$ cat src/rtl/ushift_rr_sched.sv
`default_nettype none
// ============================================================================
// Module     : ushift_rr_sched
// Description: Sequencer and two-requester arbiter for a 4-bit universal
//              shift register. Picks one client per rotate job and drives the
//              register through load, N rotate-right cycles and hold. Then it
//              returns the rotated word to the owning client with a one-cycle
//              done pulse.
//
// Configuration macro:
//   USHIFT_RR_SCHED_RR_EN  defined   -> round-robin tie break (the client
//                                       other than the last owner wins)
//                          undefined -> fixed priority (req0 wins a tie)
//
// Parameters:
//   CNT_W        width of each rotate-amount field (amounts 0..2^CNT_W-1)
//
// Ports:
//   clk          rising-edge clock
//   rst          synchronous active-high reset
//   req0/req1    job requests, held until gnt is seen
//   data0/data1  4-bit job data, sampled with the request
//   amt0/amt1    rotate-right count, sampled with the request
//   gnt          one-hot registered grant pulse
//   sel          shift register mode: 00 hold, 01 load, 10 rotate right
//   i_par        parallel-load word to the shift register
//   a_par        shift register contents
//   busy         high whenever the sequencer is not idle
//   done         one-cycle pulse, result/owner valid while high
//   result       rotated word, held until the next done
//   owner        requester index that owns result
//
// Revision   : 1.0  initial release
// ============================================================================
module ushift_rr_sched #(
    parameter int CNT_W = 2
) (
    input  logic             clk,
    input  logic             rst,
    input  logic             req0,
    input  logic             req1,
    input  logic [3:0]       data0,
    input  logic [3:0]       data1,
    input  logic [CNT_W-1:0] amt0,
    input  logic [CNT_W-1:0] amt1,
    output logic [1:0]       gnt,
    output logic [1:0]       sel,
    output logic [3:0]       i_par,
    input  logic [3:0]       a_par,
    output logic             busy,
    output logic             done,
    output logic [3:0]       result,
    output logic             owner
);

    // ------------------------------------------------------------------------
    // State and shift-register mode encodings
    // ------------------------------------------------------------------------
    localparam logic [1:0] c_S_IDLE  = 2'd0;
    localparam logic [1:0] c_S_LOAD  = 2'd1;
    localparam logic [1:0] c_S_SHIFT = 2'd2;
    localparam logic [1:0] c_S_DONE  = 2'd3;

    localparam logic [1:0] c_SEL_HOLD = 2'b00;
    localparam logic [1:0] c_SEL_LOAD = 2'b01;
    localparam logic [1:0] c_SEL_ROTR = 2'b10;

    localparam logic [CNT_W-1:0] c_CNT_ZERO = '0;
    localparam logic [CNT_W-1:0] c_CNT_ONE  = CNT_W'(1);

    // ------------------------------------------------------------------------
    // Registers
    // ------------------------------------------------------------------------
    logic [1:0]       r_state;
    logic [3:0]       r_i_par;
    logic [CNT_W-1:0] r_cnt;
    logic [1:0]       r_gnt;
    logic             r_busy;
    logic             r_done;
    logic [3:0]       r_result;
    logic             r_owner;
    logic             r_winner;   // requester owning the job in flight

    // ------------------------------------------------------------------------
    // Arbitration: w_pick1 is high when requester 1 wins this IDLE sample.
    // Only meaningful while at least one request is high.
    // ------------------------------------------------------------------------
    logic w_any_req;
    logic w_pick1;

    assign w_any_req = req0 | req1;

`ifdef USHIFT_RR_SCHED_RR_EN
    logic r_last_owner;

    // On a tie the requester that did not own the previous job wins.
    // last_owner resets to 1 so requester 0 takes the first tie.
    assign w_pick1 = req1 & (~req0 | ~r_last_owner);

    always_ff @(posedge clk) begin
        if (rst) begin
            r_last_owner <= 1'b1;
        end else if (r_state == c_S_DONE) begin
            r_last_owner <= r_winner;
        end
    end
`else
    // Fixed priority: requester 0 always wins a tie.
    assign w_pick1 = req1 & ~req0;
`endif

    // ------------------------------------------------------------------------
    // Sequencer
    // ------------------------------------------------------------------------
    always_ff @(posedge clk) begin
        if (rst) begin
            r_state  <= c_S_IDLE;
            r_i_par  <= 4'b0000;
            r_cnt    <= c_CNT_ZERO;
            r_gnt    <= 2'b00;
            r_busy   <= 1'b0;
            r_done   <= 1'b0;
            r_result <= 4'b0000;
            r_owner  <= 1'b0;
            r_winner <= 1'b0;
        end else begin
            // Grant and done are single-cycle pulses.
            r_gnt  <= 2'b00;
            r_done <= 1'b0;

            case (r_state)
                c_S_IDLE: begin
                    if (w_any_req) begin
                        r_winner <= w_pick1;
                        r_i_par  <= w_pick1 ? data1 : data0;
                        r_cnt    <= w_pick1 ? amt1  : amt0;
                        r_gnt    <= w_pick1 ? 2'b10 : 2'b01;
                        r_busy   <= 1'b1;
                        r_state  <= c_S_LOAD;
                    end
                end

                c_S_LOAD: begin
                    // A zero amount skips the rotate phase entirely.
                    r_state <= (r_cnt != c_CNT_ZERO) ? c_S_SHIFT : c_S_DONE;
                end

                c_S_SHIFT: begin
                    r_cnt <= r_cnt - c_CNT_ONE;
                    // Leaving when cnt==1 yields exactly amt rotate cycles.
                    if (r_cnt == c_CNT_ONE) begin
                        r_state <= c_S_DONE;
                    end
                end

                c_S_DONE: begin
                    // The register has completed its last rotate at the end
                    // of the previous cycle, so a_par is final here.
                    r_result <= a_par;
                    r_owner  <= r_winner;
                    r_done   <= 1'b1;
                    r_busy   <= 1'b0;
                    r_state  <= c_S_IDLE;
                end

                default: begin
                    r_busy  <= 1'b0;
                    r_state <= c_S_IDLE;
                end
            endcase
        end
    end

    // ------------------------------------------------------------------------
    // Shift register mode decode (from registered state only)
    // ------------------------------------------------------------------------
    logic [1:0] w_sel;

    always_comb begin
        w_sel = c_SEL_HOLD;
        case (r_state)
            c_S_LOAD:  w_sel = c_SEL_LOAD;
            c_S_SHIFT: w_sel = c_SEL_ROTR;
            default:   w_sel = c_SEL_HOLD;
        endcase
    end

    // ------------------------------------------------------------------------
    // Outputs
    // ------------------------------------------------------------------------
    assign gnt    = r_gnt;
    assign sel    = w_sel;
    assign i_par  = r_i_par;
    assign busy   = r_busy;
    assign done   = r_done;
    assign result = r_result;
    assign owner  = r_owner;

endmodule
`default_nettype wire

$ cat config.mk
export PLATFORM = sky130hd
export DESIGN_NAME = ushift_rr_sched
export DESIGN_NICKNAME = d
export VERILOG_FILES = /design/src/rtl/ushift_rr_sched.sv
export SDC_FILE = /design/constraint.sdc
export NUM_CORES = 1
export LEC_CHECK = 0
export ABC_CLOCK_PERIOD_IN_PS = 2100
export CORE_UTILIZATION = 25
export DETAILED_ROUTE_END_ITERATION = 10
export GPL_ROUTABILITY_DRIVEN = 0
export SYNTH_ARGS = -nofsm -noshare
export SYNTH_HDL_FRONTEND = slang
export SYNTH_SLANG_ARGS = --single-unit
$ cat constraint.sdc
create_clock -name clk -period 2.1 [get_ports clk]
set_input_delay 0.21 -clock clk [delete_from_list [all_inputs] [get_ports clk]]
set_output_delay 0.21 -clock clk [all_outputs]
set_load 0.02 [all_outputs]
# Word-level counts from Yosys, hierarchy flattened
# Index checks and enable logic that the tools add are counted.
# Widths: inputs -> output; s select.
# op_classes
add_sub_neg	1
mul	0
n_div	0
magnitude_cmp	0
n_eq_ne	6
shift	0
muxes	13
bitwise	5
n_reduce_logical	9
# ops
op	count
$mux 2	5
$pmux 2 s2	2
$pmux 2 s4	1
$reduce_and 2->1	4
$reduce_bool 2->1	3
$eq 2x1->1 const B	2
$eq 2x2->1 const B	2
$mux 4	1
$ne 2x2->1 const B	2
$mux 1	3
$not 1->1	3
$reduce_or 3->1	1
$logic_not 2->1	1
$pmux 1 s2	1
$sub 2x1->2 const B	1
$and 1x1->1	1
$or 1x1->1	1
# totals
regBits	18
latchBits	0
mem_bits_rw	0
rom_bits	0
out_inout_bits	15
elab_cells	43
mem_count	0

# Logic depth before layout (Yosys ltp)
# Gate-level depths: netlist of run 1.
# depth
word_depth	5
ltp_mapped	6

# Worst setup path before layout of run 1
# Ideal clock, no wire load.
# synth_path
path_type	register -> register
from	register r_state[0]
to	register r_cnt[1]
setup_time_ns	0.131
arrival_time_ns	1.318
required_ns	1.969
path_slack_ns	0.651
stages_incl_launch_ff	7
n_path_buf	0
path_cell_list	dfxtp_1 > inv_1 > ha_1 > or3b_1 > o21ai_2 > a211o_1 > a21oi_2
# synth_between
elab_chain_len	3
word_cells_on_any_way	6
# synth_lines
element	line	rtl
from (decl)	74	logic [1:0] r_state;
from (signal assigned)	117	r_state <= c_S_IDLE;
from (signal assigned)	139	r_state <= c_S_LOAD;
from (signal assigned)	145	r_state <= (r_cnt != c_CNT_ZERO) ? c_S_SHIFT : c_S_DONE;
$eq 2x2->1 or $logic_not 2->1 (tied branches)	131	case (r_state)
$reduce_bool 2->1 (no line) or $ne 2x2->1 (tied branches)	--	
$reduce_and 2->1 (no line)	--	
to (signal assigned)	119	r_cnt <= c_CNT_ZERO;
to (signal assigned)	136	r_cnt <= w_pick1 ? amt1 : amt0;
to (signal assigned)	149	r_cnt <= r_cnt - c_CNT_ONE;
to (decl)	76	logic [CNT_W-1:0] r_cnt;
# Several ways; a longest one is shown, not always the timed one.
# A chain may end at the register's enable or synchronous reset.

# Final worst setup path of run 1
# layout_path
from	register r_state[0]
to	output port sel[1]
# layout_between
elab_chain_len	2
word_cells_on_any_way	3
# layout_lines
element	line	rtl
$eq 2x2->1 or $eq 2x1->1 (tied branches)	181	case (r_state)
$pmux 2 s2 *	181	
to (decl)	47	output logic [1:0] sel,
# Mark *: on every way between the ends. The rest lies on a longest branch, timed or not.

==> results of run 1 <==
-- logic make-up after synthesis --
group / synth area share [%]
adder cells (fa/ha/maj): 10.1
multiplexers: 11.5
flip-flops: 41.4
AO/OA/AOI/OAI: 15.5
AND/OR/NAND/NOR: 14.7
buffers and inverters: 6.90
-- registers in the layout, indices dropped and copies added (netlist names), 2 cells and up --
register  count
i_par         4
result        4
gnt           2
r_cnt         2
r_state       2
-- layout make-up --
class,instances,share of cell area (%)
Multi-Input combinational cell,62,35.5
Sequential cell,18,28.4
Timing Repair Buffer,34,26.9
Tap cell,46,4.54
Clock buffer,4,2.86
Inverter,6,1.78
-- worst reg2reg max path, delay by kind of cell, from the launching register on --
family          cells  cell delay [ps]
compound gates      3              510
buf+inv             1              100
fa+ha+maj           1              280
flops               1              410
simple gates        1              210
-- synth_stat cells (2+ instances only) --
cell type / n
dfxtp_1: 18
nor2_1: 13
mux2i_1: 10
ha_1: 7
a211oi_1: 6
inv_1: 5
nand2_1: 5
a21oi_1: 2
a21oi_2: 2
clkbuf_1: 2
o21ai_0: 2
-- power by group --
group	total (uW)	internal [uW]	leakage (uW)	switching, uW
sequential	476	427	0.000148	49.0
combinational	614	293	0.000326	321
clock	215	106	0.0000210	109
-- metal layers --
layer  global-route usage [%]  vias to the layer above  share of wire, %
met5                        0                        -                 0
met4                     2.92                        0              0.50
met3                     3.99                        2               6.7
met2                     17.7                       21                48
met1                     12.2                      329                45
li1                         -                      377                 -
-- path summary, 6_finish.rpt --
path / endpoint / slack, ps / depth (start not counted)
max: sel[1] / 130 / 3
min: busy / 480 / 2
max reg2reg: r_state[0] / 480 / 6
min reg2reg: busy / 480 / 2
-- through the flow --
step           std cells  power, uW
2_1_floorplan         91        882
6_report             170       1300
4_1_cts              170       1320
3_5_place_dp         166       1110
3_3_place_gp         166       1090
5_1_grt              170       1410
==> results by group, run 1 <==
Status
  • Status: complete, no violations

Layout
  • # fillers: ~340
  • Leading cell type in the layout, fill and taps excluded: clkdlybuf4s50_1
  • Most frequent cells in the layout: 34 x clkdlybuf4s50_1, 18 x dfxtp_1, 13 x nor2_1
  • P&R area growth vs syn: 45.5%
  • Final antenna diode count: 0
  • Design area: ~1300 sq um
  • Layout cells sized above 1: 6.45%
  • Storage cell area: ~360 sq um
  • Layout Nets: around 150
  • Post-Route Utilization: between 30 and 40%
  • Area of the multi-input gates: about 450 sq um

STA
  • Final Slew Violations: 0
  • Min Tclk post-route: approximately 2000 ps
  • Final clock skew: a little under 0.5 ps
  • Fin Setup TNS: 0 ps
  • Tcrit/Tclk final: a little over nine tenths
  • Max_slew headroom: about 53%
  • Fin. Hold Viols: 0
  • Worst slew pin tran: roughly 700 ps
  • Final setup fails: 0
  • Hold slack: around 480 ps
  • Final worst slack: 126 ps
  • Fmax: slightly above 500 MHz
  • RSZ-0062 raised after global routing: no

Global routing
  • Vias in the first global route: 665
  • GRT Total Usage: approximately a tenth
  • Pin count of the biggest net entering global routing: 19
  • First-pass GRT wire length: 2810 um
  • Total gr overflow: 0
  • Initial antenna violation count: 0

Synthesis
  • YS warnings: 0
  • Post-Synthesis Cell Area: about 870 sq um
  • Sequential share of the synthesized area: about two fifths
  • Async SR Flop Fraction: 0%
  • Synth top area cells: dfxtp_1 41%, mux2i_1 11%, ha_1 10%, nor2_1 5.6%, a211oi_1 5.2%
  • Synth Instances: between 90 and 100
  • Number of library cell types mapped by synthesis: 30
  • Synth Net Count: approximately 120
  • Largest area contributor in the netlist: dfxtp_1
  • Post-synth EDFFs: 0
  • Yosys top cell area share: between 40% and 50%
  • Seq cells post-synth: 18
  • Syn avg cell area: ~9.6 sq um
  • Post-synth top flop: dfxtp_1

Clocking
  • Clk root buf: clkbuf_4
  • # resized after CTS: 0
  • Clock Latency Late Sink: around 290 ps
  • CTS tree: yes
  • Setup Buffers After CTS: 0
  • Num CTS Buffers: 3
  • CTS max path bufs: 2
  • H-Tree Depth: 1
  • CTS Hold Bufs: 0
  • Clk slew on worst S/H paths: around 100 ps
  • Clock Sink Count: 18

Power
  • PwrDens: ~1000 nW/um^2
  • VDD IR max: between 0.5 and 0.6 mV
  • Leak: roughly 0.00049 uW

Floorplanning
  • Die ar.: between 3000 and 4000 sq um
  • Initial Utilization: 26.1%
  • FP Rows: 21
  • Placeable Area: 3340 sq um
  • IO Pins: 35
  • Die Height: approximately 60 um
  • Die X: between 60 and 70 um

Min path
  • HP Start: busy
  • HP Class: register to register

Setup path
  • Crit. Startpoint: r_state[0]
  • CP arrival: between 1500 and 2000 ps
  • Critical setup path kind: register to output pin
  • Critical Path RT: approximately 1900 ps
  • Crit-path max FO: 7
  • Critical Path Source Type: register
  • CP top delay family: buffers and inverters
  • CP peak stage delay: approximately 660 ps
  • Worst reg2reg path startpoint: r_state[1]
  • Buf+Inv Stages, Crit Path: 2
  • CP Capture Type: output pin
  • Critical Path Slowest Stage Cell: clkdlybuf4s50_1
  • Crit-path cells: inv_1 -> ha_1 -> clkdlybuf4s50_1

Route
  • DR iter-0 viols: 26
  • Drt pass-1 iters: 4
  • Routed WL: between 1500 and 2000 um
  • Avg Vias per Cell: roughly 4.3
  • DR vias: between 700 and 800
  • DRC violations left: 0
  • WL/cell: ~11 um
  • DRT antenna net count: 0

Placed design
  • Port-buffer cells: 34
  • Placed Area: 1230 sq um
  • Pre-CTS setup slack: 322 ps
  • Detailed-placement wirelength estimate: between 1000 and 1500 um

Flow run
  • MaxCap Viol Count: 0
No activity file was read; power rests on OpenSTA's default activity.
==> run 2: changes to the inputs <==
Settings changed: SKIP_CTS_REPAIR_TIMING set to 1.
==> results of run 2 <==
Same layout as run 1: the final DEF is identical, and so are final timing and power.
==> run 3: changes to the inputs <==
Settings changed: CAP_MARGIN set to 20.
==> results of run 3 <==
Same layout as run 1: the final DEF is identical, and so are final timing and power.
